## src/rtl/wic_pkg.sv

```systemverilog
// Shared definitions for the wireless interface controller: encoded packet geometry,
// command/response IDs, default timing and the packet assembler state encoding.
package wic_pkg;

    localparam int ENCODED_PACKET_BYTES = 18;
    localparam int ENCODED_PACKET_WIDTH = 8 * ENCODED_PACKET_BYTES;

    localparam logic [15:0] ENCRYPT_ENABLE_DISABLE_RSP_ID = 16'h1;
    localparam logic [15:0] READ_YAW_CMD_RSP_ID           = 16'h2;

    localparam int DEFAULT_TIMEOUT = 4000000;

    typedef enum logic [1:0] {
        ST_IDLE    = 2'd0,
        ST_COLLECT = 2'd1,
        ST_HOLD    = 2'd2
    } asm_state_t;

endpackage

```

## src/rtl/byte_timeout_counter.sv

```systemverilog
// Idle-cycle counter between received bytes; pulses expired (combinationally) on the
// enabled cycle whose increment would reach TIMEOUT.
module byte_timeout_counter
    import wic_pkg::*;
#(
    parameter int TIMEOUT = DEFAULT_TIMEOUT
) (
    input  logic clk,
    input  logic reset_n,
    input  logic clear,
    input  logic enable,
    output logic expired
);

    localparam int W = $clog2(TIMEOUT);
    localparam logic [W-1:0] LAST = W'(TIMEOUT - 1);

    logic [W-1:0] count;

    assign expired = enable && (count == LAST);

    // NOTE: sequential state uses non-blocking assignments so every flop samples pre-edge values.
    always_ff @(posedge clk or negedge reset_n) begin
        if (!reset_n) begin
            count <= '0;
        end else if (clear || expired) begin
            count <= '0;
        end else if (enable) begin
            count <= count + W'(1);
        end
    end

endmodule

```

## src/rtl/ble_packet_assembler.sv

```systemverilog
// Collects BLE UART RX bytes into one fixed-length encoded packet and holds it for the
// slave decoder under a valid/ack handshake, with inter-byte timeout and overrun flags.
module ble_packet_assembler
    import wic_pkg::*;
#(
    parameter int PACKET_BYTES = ENCODED_PACKET_BYTES,
    parameter int TIMEOUT      = DEFAULT_TIMEOUT
) (
    input  logic                      clk,
    input  logic                      reset_n,
    input  logic                      soft_reset,
    input  logic [7:0]                rx_byte,
    input  logic                      rx_valid,
    output logic [8*PACKET_BYTES-1:0] packet,
    output logic                      packet_valid,
    input  logic                      packet_ack,
    output logic [5:0]                byte_count,
    output logic                      busy,
    output logic                      timeout_error,
    output logic                      overflow_error
);

    localparam int PACKET_WIDTH = 8 * PACKET_BYTES;
    localparam logic [5:0] LAST_INDEX = 6'(PACKET_BYTES - 1);

    asm_state_t state;
    logic       timer_clear;
    logic       timer_enable;
    logic       timer_expired;

    // Timer only advances on idle COLLECT cycles; a byte or any other state restarts it.
    assign timer_enable = (state == ST_COLLECT) && !rx_valid && !soft_reset;
    assign timer_clear  = soft_reset || rx_valid || (state != ST_COLLECT);

    byte_timeout_counter #(
        .TIMEOUT (TIMEOUT)
    ) u_timeout (
        .clk     (clk),
        .reset_n (reset_n),
        .clear   (timer_clear),
        .enable  (timer_enable),
        .expired (timer_expired)
    );

    // NOTE: the packet register is a plain flop vector, not a RAM, so it is safe to reset it.
    always_ff @(posedge clk or negedge reset_n) begin
        if (!reset_n) begin
            state          <= ST_IDLE;
            packet         <= '0;
            byte_count     <= '0;
            packet_valid   <= 1'b0;
            busy           <= 1'b0;
            timeout_error  <= 1'b0;
            overflow_error <= 1'b0;
        end else begin
            timeout_error  <= 1'b0;
            overflow_error <= 1'b0;
            if (soft_reset) begin
                state        <= ST_IDLE;
                packet       <= '0;
                byte_count   <= '0;
                packet_valid <= 1'b0;
                busy         <= 1'b0;
            end else begin
                case (state)
                    ST_IDLE: begin
                        if (rx_valid) begin
                            packet     <= {{(PACKET_WIDTH-8){1'b0}}, rx_byte};
                            byte_count <= 6'd1;
                            busy       <= 1'b1;
                            state      <= ST_COLLECT;
                        end
                    end
                    ST_COLLECT: begin
                        if (rx_valid) begin
                            for (int k = 1; k < PACKET_BYTES; k++) begin
                                if (byte_count == 6'(k)) packet[8*k +: 8] <= rx_byte;
                            end
                            byte_count <= byte_count + 6'd1;
                            if (byte_count == LAST_INDEX) begin
                                packet_valid <= 1'b1;
                                busy         <= 1'b0;
                                state        <= ST_HOLD;
                            end
                        end else if (timer_expired) begin
                            timeout_error <= 1'b1;
                            packet        <= '0;
                            byte_count    <= '0;
                            busy          <= 1'b0;
                            state         <= ST_IDLE;
                        end
                    end
                    ST_HOLD: begin
                        if (packet_ack) begin
                            packet_valid <= 1'b0;
                            if (rx_valid) begin
                                packet     <= {{(PACKET_WIDTH-8){1'b0}}, rx_byte};
                                byte_count <= 6'd1;
                                busy       <= 1'b1;
                                state      <= ST_COLLECT;
                            end else begin
                                byte_count <= '0;
                                state      <= ST_IDLE;
                            end
                        end else if (rx_valid) begin
                            overflow_error <= 1'b1;
                        end
                    end
                    default: begin
                        state <= ST_IDLE;
                    end
                endcase
            end
        end
    end

endmodule
```

## config.mk

```make
export PLATFORM = sky130hd
export DESIGN_NAME = ble_packet_assembler
export DESIGN_NICKNAME = d
export VERILOG_FILES = /design/src/rtl/wic_pkg.sv /design/src/rtl/byte_timeout_counter.sv /design/src/rtl/ble_packet_assembler.sv
export SDC_FILE = /design/constraint.sdc
export NUM_CORES = 1
export LEC_CHECK = 0
export CAP_MARGIN = 20
export CORE_MARGIN = 2
export CORE_UTILIZATION = 39
export CTS_BUF_LIST = sky130_fd_sc_hd__clkbuf_4
export DETAILED_ROUTE_END_ITERATION = 10
export PLACE_DENSITY_LB_ADDON = 0.3
export SYNTH_ARGS = -nofsm -noshare
export SYNTH_HDL_FRONTEND = slang
export SYNTH_SLANG_ARGS = --single-unit
```

## constraint.sdc

```tcl
create_clock -name clk -period 3.6 [get_ports clk]
set_input_delay 0.36 -clock clk [delete_from_list [all_inputs] [get_ports clk]]
set_output_delay 0.36 -clock clk [all_outputs]
set_load 0.005 [all_outputs]
```

==> qor_table.md, run 1 <==
| Quantity | Value | Unit |
|:---|:---|:---|
| Run status | complete, no violations | - |
| Placer's final routability congestion estimate | 0.889 | - |
| Final max-slew violation count | 0 | - |
| Number of buffers inserted by port buffering | 166 | - |
| Maximum achievable frequency | 0.355 | GHz |
| Net switching power of the design | 1.37 | mW |
| Starting utilization of the core area | 39.8 | % |
| End point of the most critical hold path | packet[0]$_DFFE_PN0P_ | - |
| Post-synthesis cell count | 637 | - |
| DIE AREA | 20300 | um^2 |
| Final std cells w/o fill | 1053 | - |
| Most numerous cell in the Yosys netlist | sky130_fd_sc_hd__dfrtp_1 | - |
| Clk Tree Root Cell | sky130_fd_sc_hd__clkbuf_4 | - |
| Period minus WS final | 2.82 | ns |
| Number of detailed-route iterations in the first pass | 5 | - |
| Startpoint class of the critical path | flip-flop | - |
| Total routing resource utilization after global routing | 22.0 | % |
| Die Y | 142 | um |
| Reg-to-reg critical path endpoint | packet[79]$_DFFE_PN0P_ | - |
| Cell Area, Synth | 7470 | um^2 |
| Placeable core area | 18800 | um^2 |
| Final Hold Viols | 0 | - |
| Internal power summed over all cells | 2.73 | mW |
| Most frequent cells after synthesis | sky130_fd_sc_hd__dfrtp_1, sky130_fd_sc_hd__a22o_1, sky130_fd_sc_hd__nor2_1 | - |
| Dominant synthesized flop cell | sky130_fd_sc_hd__dfrtp_1 | - |
| Switching Fraction | 33.4 | % |
| Mean instance size in the synthesized netlist | 11.7 | um^2 |
| Startpoint of the lowest-slack hold path | rx_byte[0] | - |
| Die Width | 142 | um |
| Count of flip-flops with a built-in enable after synthesis | 0 | - |
| Post-route fraction of the period consumed by the critical path | 78.2 | % |
| Unrepaired setup endpoints after global routing | false | - |
| Slew at the pin closest to its max-slew limit | 0.900 | ns |
| Placed instance count | 1019 | - |
| Flip-flop and latch count after synthesis | 178 | - |
| Total wire length after detailed routing | 21.8 | mm |
| Area share of the largest cell type after synthesis | 59.7 | % |
| Data arrival, critical path | 3.34 | ns |
| Number of buffers created by CTS | 17 | - |
| DRC marker count from the first detailed-route iteration | 410 | - |
| Antenna violation net count after detailed routing | 0 | - |
| Worst Skew | 0.0303 | ns |
| Max-capacitance violation count | 0 | - |
| Met2 wire len | 10.6 | mm |
| Post-synthesis cell type with the largest combined area | sky130_fd_sc_hd__dfrtp_1 | - |
| Clk pin slew, worst setup/hold paths | 0.16 | ns |
| Hold-critical path depth | 3 | - |
| Sum of met3 wire segment lengths after detailed routing | 1.41 | mm |
| Number of global-route vias before repair | 5887 | - |
| Row cnt | 50 | - |
| Area overhead of the layout relative to synthesis | 29.7 | % |
| Vias per std cell | 5.79 | - |
| Data required time of the worst path | 4.13 | ns |
| Highest routed layer | met4 | - |
| Startpoint of the most critical register-to-register path | state[1]$_DFFE_PN0P_ | - |
| Number of cells on the worst reg-to-reg path | 7 | - |
| Clock tree from TritonCTS | yes | - |
| GR Overflow Total | 0 | - |
| Worst-case clock buffer depth | 2 | - |
| PwrDens | 424 | nW/um^2 |
| CTS HTree Levels | 4 | - |
| Combinational cell fraction of total power | 21.1 | % |
| Share of synthesized area occupied by flip-flops and latches | 59.7 | % |
| Post-synth cell types | 44 | - |
| CP max FO | 20 | - |
| Max IR drop VDD | 0.208 | mV |
| Met1 WL | 9.41 | mm |
| Number of failing setup endpoints in the final timing report | 0 | - |
| Clock latency at the later pin of the worst-skew pair | 0.59 | ns |
| Global-route wire length before repair | 34.1 | mm |
| Net count reported at finish | 827 | - |
| Net count of the mapped netlist | 659 | - |
| Fraction of final layout cells sized beyond drive strength 1 | 8.07 | % |
| Total negative slack for setup checks | 0 | ns |
| Via total after detailed routing | 6097 | - |
| Largest net degree at the start of global routing | 103 | - |
| Count of synthesis-stage warnings from yosys | 0 | - |
| I/O Pins | 167 | - |
| Ranking of synthesized cells by area | sky130_fd_sc_hd__dfrtp_1, sky130_fd_sc_hd__a22o_1, sky130_fd_sc_hd__nor2_1, sky130_fd_sc_hd__a21oi_1, sky130_fd_sc_hd__nand2_1 | - |
| Post-synthesis async set-or-reset flop share | 100 | % |
| Worst max-slew margin expressed relative to the limit | 40.0 | % |
| Detailed-placement wirelength estimate | 15.3 | mm |
| Worst hold-check path type | input pin to flip-flop | - |
| Clock sinks | 178 | - |
| Sequential share of power | 51.2 | % |
| Reg2reg setup slack | 0.78 | ns |
| Number of remaining DRC errors | 0 | - |
| Antenna violations before repair | 1 | - |
| Cell leakage power | 4.24 | nW |
| Average detailed-routed wire length per instance | 20.7 | um |
| Kind of end point of the critical path | flip-flop | - |
| Count of buffers added by post-CTS timing repair for setup | 0 | - |
| Clock Power Share | 27.7 | % |
| Critical path type | flip-flop to flip-flop | - |
## cell families after synthesis
family / after synthesis / share of synthesized area (%)
adders and majority gates: 9 / 1.51
and+or+nand+nor: 164 / 10.8
DFF: 178 / 59.7
xor gates and xnor gates: 17 / 1.99
buffers and inverters: 48 / 2.76
AOI/OAI and AO/OA: 216 / 22.5
muxes: 5 / 0.720
## cell usage in the layout (no fill, tap or decap), drive strengths merged, types with 5 or more instances in the layout
master / instances
ha: 9
xnor2: 6
and4: 5
dfrtp: 178
nand3: 15
and3: 6
clkdlybuf4s50: 165
nand2: 35
a22o: 129
nor2: 57
buf: 16
a22oi: 10
nor3: 8
nand4: 5
inv: 18
xor2: 11
clkinv: 8
o21ai: 38
a21oi: 28
and2: 10
clkbuf: 17
## area by class of cell
cell class	count	area, um^2
Antenna cell	1	2.50
Clock buffer	17	128
Clock inverter	15	158
Fill cell	1639	9080
Inverter	15	56.3
Multi-Input combinational cell	411	2810
Sequential cell	178	4450
Tap cell	234	293
Timing Repair Buffer	182	1790
## worst max-delay path: stages, from the launching register on
cell and delay, ns:
sky130_fd_sc_hd__dfrtp_1 0.43, sky130_fd_sc_hd__inv_1 0.08, sky130_fd_sc_hd__ha_1 0.31, sky130_fd_sc_hd__or3_1 0.44, sky130_fd_sc_hd__a21oi_2 0.69, sky130_fd_sc_hd__nor2_1 0.12, sky130_fd_sc_hd__o21ai_1 0.43, sky130_fd_sc_hd__a22o_1 0.24
## worst max path at each step
| stage | start | endpoint | slack [ns] | cells after the start |
|---|---|---|---|---|
| 4_1_cts | state[1]$_DFFE_PN0P_ | packet[79]$_DFFE_PN0P_ | 0.82 | 7 |
| 3_5_place_dp | state[1]$_DFFE_PN0P_ | packet[79]$_DFFE_PN0P_ | 0.88 | 7 |
| 2_1_floorplan | state[1]$_DFFE_PN0P_ | packet[102]$_DFFE_PN0P_ | 1.37 | 10 |
| 5_1_grt | state[1]$_DFFE_PN0P_ | packet[79]$_DFFE_PN0P_ | 0.54 | 7 |
| 6_report | state[1]$_DFFE_PN0P_ | packet[79]$_DFFE_PN0P_ | 0.78 | 7 |
| 3_3_place_gp | state[1]$_DFFE_PN0P_ | packet[79]$_DFFE_PN0P_ | 0.96 | 7 |
## registers in the layout, indices dropped and copies added, names as in the netlist
register         count
packet             144
u_timeout.count     22
byte_count           6
state                2
busy                 1
overflow_error       1
packet_valid         1
timeout_error        1
## power by group through the flow
stage	Clock (mW)	Combinational, mW	Sequential (mW)
after floorplan	0	0.502	2.13
after global placement	0	0.835	2.13
after detailed placement	0	0.861	2.13
after CTS	1.16	0.865	2.10
after global routing	1.25	0.950	2.11
final	1.14	0.867	2.10
## per-layer routing
layer	global-route usage, %	vias to the layer above
li1	-	2696
met1	30.2	3126
met2	35.4	254
met3	4.44	21
met4	6.57	0
met5	0	-
## stage by stage
stage          power (mW)  utilization (%)  area (um^2)  hold slack, ns  setup slack, ns
2_1_floorplan        2.63                -         7470          0.0644             1.37
3_3_place_gp         2.97             50.0         9390           0.458            0.960
3_5_place_dp         2.99             50.0         9390           0.480            0.881
4_1_cts              4.12             51.6         9680           0.378            0.817
5_1_grt              4.30             51.6         9690           0.364            0.544
6_report             4.10             51.6         9690           0.411            0.784
## timing repair
item | 4_1_cts | 5_1_grt
hold buffers | 1 | 0
endpoints found under the hold margin | 99 | 0
resized for setup | 0 | 0
(Power assumes the default switching activity.)
==> run 2: changes to the inputs <==
==> constraint.sdc (replaced) <==
create_clock -name clk -period 2.9 [get_ports clk]
set_input_delay 0.29 -clock clk [delete_from_list [all_inputs] [get_ports clk]]
set_output_delay 0.29 -clock clk [all_outputs]
set_load 0.005 [all_outputs]
==> qor_table.md, run 2 (synthesis results as in run 1) <==
| Quantity | Value | Unit | vs previous |
|:---|:---|:---|:---|
| Detailed-placement wirelength estimate | 15.6 | mm | +1.6% |
| CTS HTree Levels | 4 | - | unchanged |
| Number of flip-flops in the largest register | 144 | - | unchanged |
| Number of remaining DRC errors | 0 | - | unchanged |
| CP max FO | 16 | - | -20% |
| I/O Pins | 167 | - | unchanged |
| Data required time of the worst path | 3.41 | ns | -0.72 ns |
| Placeable core area | 18800 | um^2 | unchanged |
| Non-Filler Cell Area, Final | 9690 | um^2 | about the same |
| Critical path type | flip-flop to flip-flop | - |  |
| Period minus WS final | 2.67 | ns | -0.147 ns |
| Row cnt | 50 | - | unchanged |
| Number of global-route vias before repair | 6084 | - | +3.3% |
| Antenna violation net count after detailed routing | 0 | - | unchanged |
| Most common cell after layout, fill and taps aside | sky130_fd_sc_hd__dfrtp_1 | - |  |
| Cell Chain, Critical Path | inv_1 > ha_1 > or3_1 > a21o_1 > and2_1 > a22o_1 | - |  |
| Clock sinks | 178 | - | unchanged |
| Number of detailed-route iterations in the first pass | 5 | - | unchanged |
| Slew at the pin closest to its max-slew limit | 0.974 | ns | +0.0740 ns |
| Die Width | 142 | um | unchanged |
| Clock latency at the later pin of the worst-skew pair | 0.59 | ns | about the same |
| Clk pin slew, worst setup/hold paths | 0.16 | ns | about the same |
| Sequential share of power | 52.2 | % | +1.0 points |
| Most frequent cells in the layout | sky130_fd_sc_hd__dfrtp_1, sky130_fd_sc_hd__clkdlybuf4s50_1, sky130_fd_sc_hd__a22o_1 | - |  |
| Via total after detailed routing | 6151 | - | +0.89% |
| Global-route layer with the greatest usage | met2 | - |  |
| Met2 demand-to-capacity share in global routing | 36.1 | % | +0.71 points |
| Number of buffers created by CTS | 17 | - | unchanged |
| Area overhead of the layout relative to synthesis | 29.8 | % | about the same |
| GR Overflow Total | 0 | - | unchanged |
| Met3 demand-to-capacity share in global routing | 5.28 | % | +0.84 points |
| Final-layout worst hold slack | 0.190 | ns | -0.220 ns |
| Final max-slew violation count | 0 | - | unchanged |
| Slowest CP cell | sky130_fd_sc_hd__and2_1 | - |  |
| Worst hold-check path type | input pin to asynchronous set/reset pin | - |  |
| Run status | complete, no violations | - |  |
| Cell leakage power | 4.26 | nW | +0.27% |
| Placed cell area | 9420 | um^2 | +0.37% |
| Starting utilization of the core area | 39.8 | % | unchanged |
| Internal power summed over all cells | 3.32 | mW | +21% |
| Post-route fraction of the period consumed by the critical path | 92.0 | % | +14 points |
| Launching element of the worst setup path | state[1]$_DFFE_PN0P_ | - |  |
| Maximum achievable frequency | 0.375 | GHz | +5.5% |
| Combinational cell fraction of total power | 21.6 | % | +0.5 points |
| Critical path's largest stage delay | 0.83 | ns | +0.14 ns |
| Total routing resource utilization after global routing | 22.3 | % | +0.29 points |
| Worst-case clock buffer depth | 2 | - | unchanged |
| Worst Skew | 0.0278 | ns | -0.00256 ns |
| Data arrival, critical path | 3.18 | ns | -0.16 ns |
| Dpl ws | 0.212 | ns | -0.669 ns |
| Final Hold Viols | 0 | - | unchanged |
| DRC marker count from the first detailed-route iteration | 374 | - | -8.8% |
| Kind of end point of the critical path | flip-flop | - |  |
| Die Y | 142 | um | unchanged |
| Count of buffers added by post-CTS timing repair for setup | 0 | - | unchanged |
| Number of buffers inserted by port buffering | 166 | - | unchanged |
| Met1 Track Usage GR | 29.6 | % | -0.53 points |
| Largest net degree at the start of global routing | 76 | - | -26% |
| Clk Tree Root Cell | sky130_fd_sc_hd__clkbuf_4 | - |  |
| Total wire length after detailed routing | 22.1 | mm | +1.5% |
| Net count reported at finish | 830 | - | +0.36% |
| Registers with the most flip-flops | packet (144), u_timeout.count (22), byte_count (6) | - |  |
| Clock tree from TritonCTS | yes | - |  |
| Average detailed-routed wire length per instance | 21.0 | um | +1.3% |
| Max-capacitance violation count | 0 | - | unchanged |
| PwrDens | 516 | nW/um^2 | +22% |
| Global-route wire length before repair | 34.7 | mm | +1.9% |
| Startpoint of the most critical register-to-register path | state[1]$_DFFE_PN0P_ | - |  |
| Net switching power of the design | 1.68 | mW | +23% |
| Placer's final routability congestion estimate | 0.866 | - | -2.6% |
| Slack of the critical path | 0.231 | ns | -0.553 ns |
| Switching Fraction | 33.6 | % | +0.26 points |
| Unrepaired setup endpoints after global routing | false | - |  |
| Startpoint class of the critical path | flip-flop | - |  |
| Max IR drop VDD | 0.272 | mV | +31% |
| Worst max-slew margin expressed relative to the limit | 35.1 | % | -4.9 points |
| Vias per std cell | 5.82 | - | +0.60% |
| Clock Power Share | 26.3 | % | -1.4 points |
| DIE AREA | 20300 | um^2 | unchanged |
| Fraction of final layout cells sized beyond drive strength 1 | 8.28 | % | +0.21 points |
| Register with the most flip-flops | packet | - |  |
| Antenna violations before repair | 1 | - | unchanged |
| Total negative slack for setup checks | 0 | ns | unchanged |
| Number of failing setup endpoints in the final timing report | 0 | - | unchanged |
run 2: final timing paths:
path,depth (start not counted),endpoint,slack [ns]
max,6,packet[105]$_DFFE_PN0P_,0.23
min,2,packet[20]$_DFFE_PN0P_,0.19
max reg2reg,6,packet[105]$_DFFE_PN0P_,0.23
min reg2reg,1,u_timeout.count[0]$_DFFE_PN0P_,0.51
max in group asynchronous,3,packet[121]$_DFFE_PN0P_,1.81
min in group clk,3,packet[0]$_DFFE_PN0P_,0.36
run 2: final cells by class:
cell class,count,area (um^2)
sequential,178,4450
antenna,1,2.50
multi-input combinational,411,2810
clock inverter,13,109
clock buffer,19,143
tap,234,293
timing repair buffer,185,1820
inverter,15,56.3
fill,1643,9080
run 2: power groups by stage:
stage / logic, mW / clock network (mW) / registers [mW]
6_report: 1.08 / 1.31 / 2.61
5_1_grt: 1.17 / 1.45 / 2.61
4_1_cts: 1.07 / 1.35 / 2.60
3_5_place_dp: 1.07 / 0 / 2.65
3_3_place_gp: 1.05 / 0 / 2.65
2_1_floorplan: 0.623 / 0 / 2.64
run 2: per-layer routing:
layer | part of all wire, % | up-vias
met3 | 6.1 | 38
met1 | 43 | 3154
met5 | 0 | -
met2 | 48 | 259
met4 | 2.2 | 0
li1 | - | 2700
run 2: per-stage QoR:
step / util, % / instances / total power, mW
floorplan: - / 637 / 3.26
global placement: 50.2 / 1022 / 3.69
detailed placement: 50.2 / 1022 / 3.72
CTS: 51.6 / 1055 / 5.02
global route: 51.6 / 1056 / 5.23
finish: 51.6 / 1056 / 5.00
run 2: critical path, delay by kind of cell (launching register included):
| family | cells | cell delay [ns] |
|---|---|---|
| compound gates | 2 | 0.64 |
| flops | 1 | 0.45 |
| fa+ha+maj | 1 | 0.35 |
| simple gates | 2 | 1.04 |
| buf+inv | 1 | 0.10 |
run 2: what timing repair did:
item | in CTS | in global routing
setup endpoints to repair | 0 | 3
hold buffers | 1 | 0
hold endpoints to repair | 48 | 0
resized for setup | 0 | 2
